### src/rtl/ahb_lite_master.sv
// ahb_lite_master: pipelined single-beat AHB-Lite initiator with in-order responses.
// Optional wait-state timeout enabled by defining AHBM_TIMEOUT_EN.
module ahb_lite_master #(
  parameter int ADDR_W = 4,
  parameter int DATA_W = 32
) (
  input  logic              clk,
  input  logic              n_rst,
  input  logic              cmd_valid,
  output logic              cmd_ready,
  input  logic              cmd_write,
  input  logic [ADDR_W-1:0] cmd_addr,
  input  logic [1:0]        cmd_size,
  input  logic [DATA_W-1:0] cmd_wdata,
  output logic              rsp_valid,
  output logic [DATA_W-1:0] rsp_rdata,
  output logic              rsp_error,
  output logic              hsel,
  output logic [ADDR_W-1:0] haddr,
  output logic [1:0]        htrans,
  output logic [1:0]        hsize,
  output logic              hwrite,
  output logic [2:0]        hburst,
  output logic [DATA_W-1:0] hwdata,
  input  logic [DATA_W-1:0] hrdata,
  input  logic              hready,
  input  logic              hresp
);
  typedef enum logic [2:0] {IDLE, ADDR, PIPE, DATA, ERR} state_t;
  state_t state, state_n;
  logic a_valid, a_write;
  logic [ADDR_W-1:0] a_addr;
  logic [1:0] a_size;
  logic [DATA_W-1:0] a_wdata;
  logic d_valid, d_write;
  logic [DATA_W-1:0] d_wdata;
  logic ready_int, accept, move, done_ok, err_edge, tout, a_next, d_next;
`ifdef AHBM_TIMEOUT_EN
  logic [7:0] wait_cnt;
  assign tout = d_valid && !hready && wait_cnt == 8'd254;
  always_ff @(posedge clk or negedge n_rst)
    if (!n_rst) wait_cnt <= '0;
    else wait_cnt <= (hready || err_edge) ? '0 : (d_valid && wait_cnt != 8'hff) ? wait_cnt + 8'd1 : wait_cnt;
`else
  assign tout = 1'b0;
`endif
  // Error or timeout cancels the pending address phase; ERR idles one cycle before reissue.
  always_comb begin
    err_edge = d_valid && (hresp || tout);
    done_ok = d_valid && hready && !hresp && !tout;
    ready_int = state != ERR && (!a_valid || (hready && !hresp));
    accept = cmd_valid && ready_int;
    move = a_valid && hready && !err_edge && state != ERR;
    a_next = accept || (a_valid && !move);
    d_next = move || (d_valid && !done_ok && !err_edge);
    state_n = err_edge ? ERR : a_next ? (d_next ? PIPE : ADDR) : (d_next ? DATA : IDLE);
  end
  always_ff @(posedge clk or negedge n_rst)
    if (!n_rst) state <= IDLE;
    else state <= state_n;
  always_ff @(posedge clk or negedge n_rst)
    if (!n_rst) begin
      a_valid <= 1'b0;
      a_write <= 1'b0;
      a_addr <= '0;
      a_size <= '0;
      a_wdata <= '0;
      d_valid <= 1'b0;
      d_write <= 1'b0;
      d_wdata <= '0;
      rsp_valid <= 1'b0;
      rsp_error <= 1'b0;
      rsp_rdata <= '0;
    end else begin
      a_valid <= a_next;
      d_valid <= d_next;
      if (accept) begin
        a_write <= cmd_write;
        a_addr <= cmd_addr;
        a_size <= cmd_size == 2'd3 ? 2'd2 : cmd_size;
        a_wdata <= cmd_write ? cmd_wdata : '0;
      end
      if (move) begin
        d_write <= a_write;
        d_wdata <= a_wdata;
      end
      rsp_valid <= done_ok || err_edge;
      rsp_error <= err_edge;
      rsp_rdata <= (done_ok && !d_write) ? hrdata : '0;
    end
  assign cmd_ready = n_rst && ready_int;
  assign htrans = (state == ADDR || state == PIPE) ? 2'b10 : 2'b00;
  assign hsel = htrans[1] || d_valid;
  assign haddr = a_addr;
  assign hsize = a_size;
  assign hwrite = a_write;
  assign hburst = 3'b000;
  assign hwdata = d_valid ? d_wdata : '0;
endmodule

### config.mk
export PLATFORM = sky130hd
export DESIGN_NAME = ahb_lite_master
export DESIGN_NICKNAME = d
export VERILOG_FILES = /design/src/rtl/ahb_lite_master.sv
export SDC_FILE = /design/constraint.sdc
export NUM_CORES = 1
export LEC_CHECK = 0
export CELL_PAD_IN_SITES_DETAIL_PLACEMENT = 0
export CELL_PAD_IN_SITES_GLOBAL_PLACEMENT = 1
export CORE_MARGIN = 2
export CORE_UTILIZATION = 48
export CTS_CLUSTER_SIZE = 20
export DETAILED_ROUTE_END_ITERATION = 7
export DONT_BUFFER_PORTS = 1
export PLACE_DENSITY = 0.76
export SETUP_SLACK_MARGIN = 0.2
export SLEW_MARGIN = 20
export SYNTH_ARGS = -nofsm -noshare
export SYNTH_HDL_FRONTEND = slang
export SYNTH_SLANG_ARGS = --single-unit
### constraint.sdc
create_clock -name clk -period 1.9 [get_ports clk]
set_input_delay 0.19 -clock clk [delete_from_list [all_inputs] [get_ports clk]]
set_output_delay 0.19 -clock clk [all_outputs]
set_load 0.03 [all_outputs]
==> results.md, run 1 <==
* Status: finished with violations
* Failing checks: hold timing
* Vias/cell at approximately 5.0
* Power density over cell area at 1310 nW/um2
* Post-synthesis sequential area ratio at between 60 and 70%
* Vias at ~2.8k
* Final setup skew at about 0.014 ns
* Synth cell types at 28
* Hold Buf Count CTS at 73
* Fin. Hold Viols at 110
* Ys Warns at 0
* Post-CTS Repair Setup Buffers at 0
* P_sw at ~2.6 mW
* Synth Register Bits at 110
* DRT Wirelength at 8900 um
* Post-Route M1 WL at about 4000 um
* Core Area at between 9000 and 10,000 um2
* Critical path arrival at between 1.5 and 2 ns
* Minimum clock period at between 1.5 and 2 ns
* Detail Route Antenna Nets at 0
* Prevailing post-synth register cell: dfrtp_1
* IO Port Bufs at 0
* Clock network fraction of total power at between 10% and 20%
* Grt ovf at 0
* Commonest non-fill, non-tap cell in the layout: dfrtp_1
* Die X at between 100 and 150 um
* Clock sink total at 110
* HP Class: input pin to asynchronous set/reset pin
* Clock Tree Buf Depth at 2
* Switching Share at a little over a third
* Leading area contributor after synthesis: dfrtp_1
* Layout Cells excl Fill at between 500 and 600
* Std-Cell Rows at 35
* Async set-reset flop share out of synthesis at 100%
* RSZ-0062 raised after global routing: yes
* CP Launch Type: flip-flop
* Final worst slack at about 0.26 ns
* Highest routed metal layer: met4
* Combinational fraction of design power at 31.1%
* Multi-input gate area at approximately 1600 um2
* Clock Tree Root: clkbuf_8
* Die ar. at ~10,000 um2
* Placed insts at 460
* Number of synthesized flops with an enable pin at 0
* WHS at -0.489 ns
* DR pass1 iterations at 4
* Maximum vdd ir drop at between 0.5 and 0.6 mV
* Layout Nets at 509
* CP Class: flip-flop to flip-flop
* Global-route wire length before repair at between 10,000 and 15,000 um
* Worst EP required at 2.14 ns
* Synthesized instance count at 363
* Syn Std Cell Area at 4430 um2
* CP endpoint kind: flip-flop
* Pins over their slew limit at 0
* Syn avg cell area at roughly 12 um2
* Share of the synthesized area in the top cell type at slightly above 60%
* Clk_lat worst skew at ~0.36 ns
* Wire length on met3 at 565 um
* Slew margin rel. at between 60 and 70%
* Placer congestion estimate at 0.810
* Initial antenna violation count at 0
* Clk slew on worst S/H paths at ~0.11 ns
* Io pins at approximately 160
* Largest net degree at the start of global routing at 112
* WL met2 at roughly 4300 um
* # DRC at 0
* Initial Util at 48.7%
* Overall Power at roughly 7.2 mW
* GRT Total Usage at about a fifth
* Setup-failing EPs final at 0
* WL per Instance at ~16 um
* Max Fanout on Critical Path at 17
* Setup TNS at 0 ns
* CTS tree: yes
* Flop pwr share at 50.7%
* Share of layout cells above drive strength 1 at a little under a fifth
* Slew @ Worst Pin at around 0.51 ns
* Antenna diodes at 0
* Register area at about 2800 um2
* Commonest non-fill, non-tap cells in the layout: dfrtp_1 (109), dlygate4sd3_1 (72), nand2_1 (65)
* Leakage at 2.61 nW
* Num CTS Buffers at 9
* Area growth syn-to-layout at 23.6%
* Hpwl dp at 5690 um
* Vias in the first global route at around 2.9k
* Fin crit share at 86.3%
* Number of H-tree levels at 3
* Worst slack, placed at 0.125 ns
* Top cells by area, synth: dfrtp_1 (62%), mux2_4 (9.8%), and2_1 (9.2%)
* Filler instances at roughly 750
* Max cap viols at 0
* Chip Height at about 100 um
* Initial drt markers at slightly above 50
* Fmax at around 610 MHz
* Cell Int Power at roughly 4.6 mW
==> worst max-delay path: stages, from the launching register on <==
cell,delay (ns)
dfrtp_2,0.42
or3b_4,0.28
nand3_2,0.12
nor2_4,0.16
buf_12,0.19
mux2_2,0.34
==> registers in the layout (all words and copies together) (netlist names) <==
| signal | count |
|---|---|
| hsize | 2 |
| d_write | 1 |
| a_valid | 1 |
| hwrite | 1 |
| d_valid | 1 |
| state | 2 |
| d_wdata | 32 |
| rsp_error | 1 |
| haddr | 4 |
| rsp_valid | 1 |
| a_wdata | 32 |
| rsp_rdata | 32 |
==> power groups by stage <==
stage	clock, mW	combinational, mW	sequential, mW
after floorplan	0	1.80	3.56
after global placement	0	2.01	3.66
after detailed placement	0	2.08	3.68
after CTS	1.34	2.22	3.64
after global routing	1.43	2.42	3.73
final	1.30	2.23	3.63
==> area by class of cell <==
cell class,count,area share [%]
Clock inverter,6,0.982
Multi-Input combinational cell,227,28.4
Clock buffer,10,2.33
Inverter,2,0.137
Tap cell,111,2.53
Sequential cell,110,50.2
Timing Repair Buffer,83,15.4
==> per-layer routing <==
layer / track usage, % / vias up
li1: - / 1303
met1: 24.2 / 1336
met2: 30.5 / 103
met3: 5.15 / 13
met4: 6.64 / 0
met5: 0 / -
==> synth_stat cells, types with 2 or more instances <==
master	count
clkbuf_1	14
buf_4	5
or2_2	2
buf_6	3
mux2_2	10
inv_1	2
dfrtp_1	110
and2_1	65
mux2_4	29
nand2b_1	2
a21oi_1	3
buf_2	5
nand2_1	65
o21ai_0	34
==> repair_timing <==
action / CTS / global route
hold endpoints to repair: 182 / 110
setup endpoints to repair: 28 / 27
gates resized for setup: 3 / 10
==> metrics by stage <==
step                      cell area, um2  utilization [%]
final                               5480             60.2
after global routing                5480             60.2
after CTS                           5460             60.0
after detailed placement            4530             49.8
after global placement              4530             49.8
after floorplan                     4450                -
==> logic make-up after synthesis <==
family | after synthesis | synth area share (%)
AOI/OAI and AO/OA | 43 | 5.42
xor gates and xnor gates | 1 | 0.198
and+or+nand+nor | 140 | 16.3
muxes | 39 | 12.4
other | 1 | 0.0846
DFF | 110 | 62.1
buffers and inverters | 29 | 3.53
==> path summary, 6_finish.rpt <==
path,start,end,slack (ns),depth (start not counted)
worst max-delay path,rsp_error,d_wdata[0],0.26,5
worst min-delay path,n_rst,d_wdata[27],-0.49,0
worst max register to register,rsp_error,d_wdata[0],0.26,5
worst min register to register,a_wdata[30],a_wdata[30],0.49,2
max in group asynchronous,n_rst,a_wdata[1],2.24,0
min in group clk,cmd_wdata[1],a_wdata[1],0.01,2
No activity file was read; power rests on OpenSTA's default activity.
==> run 2, diff against run 1 <==
- ABC_AREA: not set -> 1
- CTS_BUF_LIST: not set -> sky130_fd_sc_hd__clkbuf_2
- PLACE_DENSITY: 0.76 -> 0.8
==> run 2 against run 1 <==
Compared with the run above:
- the run still ends with hold timing left
- die area is 0.71% lower
- power is 4.6% higher
- sequential power is 4% higher
- fmax is 5.8% lower
- clock power is 12% lower
- critical path type is now flip-flop to primary output
- critical endpoint is now hsel
- highest routed layer unchanged
==> results.md, run 2 <==
* Status: finished with violations
* Failing checks: hold timing
* Util after Layout at approximately two thirds
* Maximum vdd ir drop at about 0.57 mV
* Synthesized instance count at roughly 480
* Fin. Hold Viols at 110
* HP Class: input pin to asynchronous set/reset pin
* Setup-failing EPs final at 0
* Hold Buf Count CTS at between 70 and 80
* Detail Route Antenna Nets at 0
* Flop pwr share at approximately 51%
* Layout Cells excl Fill at about 670
* Num CTS Buffers at 9
* # DRC at 0
* Crit-path slowest cell: dfrtp_1
* Synth Register Bits at between 100 and 150
* Setup TNS at 0 ns
* Placed insts at ~570
* Max cap viols at 0
* Prevailing post-synth register cell: dfrtp_1
* Syn avg cell area at around 9.1 um2
* Initial Util at between 40 and 50%
* Chip Height at between 90 and 100 um
* Switching Share at a little over two fifths
* Share of the synthesized area in the top cell type at a little over three fifths
* Largest net degree at the start of global routing at 112
* Vias/cell at between 4 and 5
* Leakage at 3.06 nW
* Worst EP required at 1.71 ns
* Cell Int Power at roughly 4.3 mW
* Top Registers: a_wdata: 32 flops, d_wdata: 32 flops, rsp_rdata: 32 flops
* Max Fanout on Critical Path at 2
* CP Class: flip-flop to primary output
* Commonest non-fill, non-tap cell in the layout: dfrtp_1
* CP Launch Type: flip-flop
* Clock network fraction of total power at 15.2%
* Clk slew on worst S/H paths at ~0.32 ns
* Clock Tree Buf Depth at 2
* DR pass1 iterations at 4
* Clk_lat worst skew at between 0.5 and 0.6 ns
* WL per Instance at around 15 um
* Hpwl dp at between 5000 and 6000 um
* Number of synthesized flops with an enable pin at 0
* Worst slack, placed at ~0.14 ns
* Power density over cell area at between 1000 and 1500 nW/um2
* Combinational fraction of design power at about 34%
* RSZ-0062 raised after global routing: yes
* Most numerous cell in the Yosys netlist: dfrtp_1
* Io pins at around 160
* Area growth syn-to-layout at 33.5%
* Async set-reset flop share out of synthesis at between 90% and 100%
* Clock Tree Root: clkbuf_2
* Critical path arrival at roughly 1.6 ns
* CTS tree: yes
* Antenna diodes at 0
* Overall Power at ~7.5 mW
* Minimum clock period at ~1.7 ns
* Final worst slack at 0.159 ns
* Initial drt markers at between 100 and 150
* Synth cell types at 22
* Die X at between 90 and 100 um
* Commonest non-fill, non-tap cells in the layout: dfrtp_1 (109), dlygate4sd3_1 (75), inv_1 (72)
* GRT Total Usage at between 20% and 30%
* Pins over their slew limit at 0
* Std-Cell Rows at 34
* P_sw at about 3.2 mW
* WHS at -0.766 ns
* Leading area contributor after synthesis: dfrtp_1
* Vias at 3,272
* Delay-heaviest family, CP: flip-flops
* Share of layout cells above drive strength 1 at roughly a fifth
* Commonest cells in the netlist: dfrtp_1 (110), inv_1 (104), nand2_1 (91), o21ai_0 (63), nand3_1 (34)
* CP endpoint kind: primary output
* Die ar. at 9950 um2
* DRT Wirelength at about 9900 um
* Fmax at roughly 570 MHz
* Core Area at roughly 8800 um2
* Fin crit share at around 90%
* Layout Nets at 632
* Number of H-tree levels at 3
* Post-synthesis sequential area ratio at between 60% and 70%
* Final setup skew at roughly 0.037 ns
* Clock sink total at 110
* Grt ovf at 0
* Syn Std Cell Area at between 4000 and 5000 um2
* Vias in the first global route at between 3k and 4k
* Crit path cell chain: buf_6 > nor3b_4 > or2_4
* Buf/Inv on CP at 1
* IO Port Bufs at 0
* Ys Warns at 0
* CP peak stage delay at 0.46 ns
* Placer congestion estimate at 0.721
* Initial antenna violation count at 0
* Top cells by area, synth: dfrtp_1 (63%), inv_1 (8.9%), nand2_1 (7.8%)
* Global-route wire length before repair at about 16,000 um
run 2: cell types whose count changed after synthesis, moves of 26 or more:
| cell | before | now |
|---|---|---|
| inv_1 | 2 | 104 |
| o21ai_0 | 34 | 63 |
| mux2_4 | 29 | 0 |
| nand3_1 | 0 | 34 |
| nand2_1 | 65 | 91 |
| and2_1 | 65 | 0 |
run 2: final timing paths:
check | start | end | slack [ns] | depth (start not counted)
worst max-delay path | rsp_error | hsel | 0.16 | 3
worst min-delay path | n_rst | rsp_rdata[13] | -0.77 | 0
worst max register to register | d_valid | rsp_rdata[14] | 0.33 | 6
worst min register to register | a_wdata[31] | d_wdata[31] | 0.52 | 2
max in group asynchronous | n_rst | d_wdata[11] | 2.47 | 0
min in group clk | hready | rsp_rdata[27] | 0.16 | 4
run 2: power groups by stage:
stage	clock [mW]	combinational [mW]	sequential, mW
after global routing	1.28	2.82	3.87
after detailed placement	0	1.68	3.65
after global placement	0	1.62	3.64
final	1.14	2.56	3.78
after CTS	1.18	1.97	3.59
after floorplan	0	1.48	3.55
run 2: logic make-up (layout without fill, tap and decap cells):
group / count (synthesis) / after routing / synth area share [%]
AO/OA/AOI/OAI: 70 / 70 / 8.02
flip-flops: 110 / 110 / 62.5
AND/OR/NAND/NOR: 166 / 166 / 16.1
other: 1 / 4 / 0.0852
buffers and inverters: 137 / 211 / 13.3
run 2: layout make-up:
class                      instances  area (um2)
inverter                         106         498
clock buffer                       9        45.0
clock inverter                     7        85.1
multi-input combinational        240        1400
fill                             663        2930
sequential                       110        2750
timing repair buffer              89         960
tap                              108         135
run 2: what timing repair did:
| action | in CTS | in global routing |
|---|---|---|
| endpoints found under the setup margin | 69 | 67 |
| buffers inserted | 1 | 2 |
| gates resized for setup | 43 | 111 |
| gates cloned | 0 | 3 |
| hold endpoints to repair | 187 | 110 |
| pin swaps | 2 | 1 |
run 2: routing by layer:
layer	part of all wire (%)	vias to the layer above	track usage (%)
met2	51	123	33.1
met4	0.73	0	6.22
li1	-	1582	-
met5	0	-	0
met3	7.4	6	6.75
met1	41	1561	25.8
run 2: worst reg2reg max path: stages, from the launching register on:
cell     delay (ns)
dfrtp_2        0.47
buf_6          0.15
buf_4          0.11
inv_2          0.03
or3_1          0.35
buf_4          0.25
nor2_1         0.18
run 2: stage by stage:
stage               hold slack [ns]  cell area [um2]
floorplan                    -0.106             4420
global route                 -0.881             5880
detailed placement           -0.104             4420
finish                       -0.766             5880
global placement             -0.104             4420
CTS                          -0.828             5370
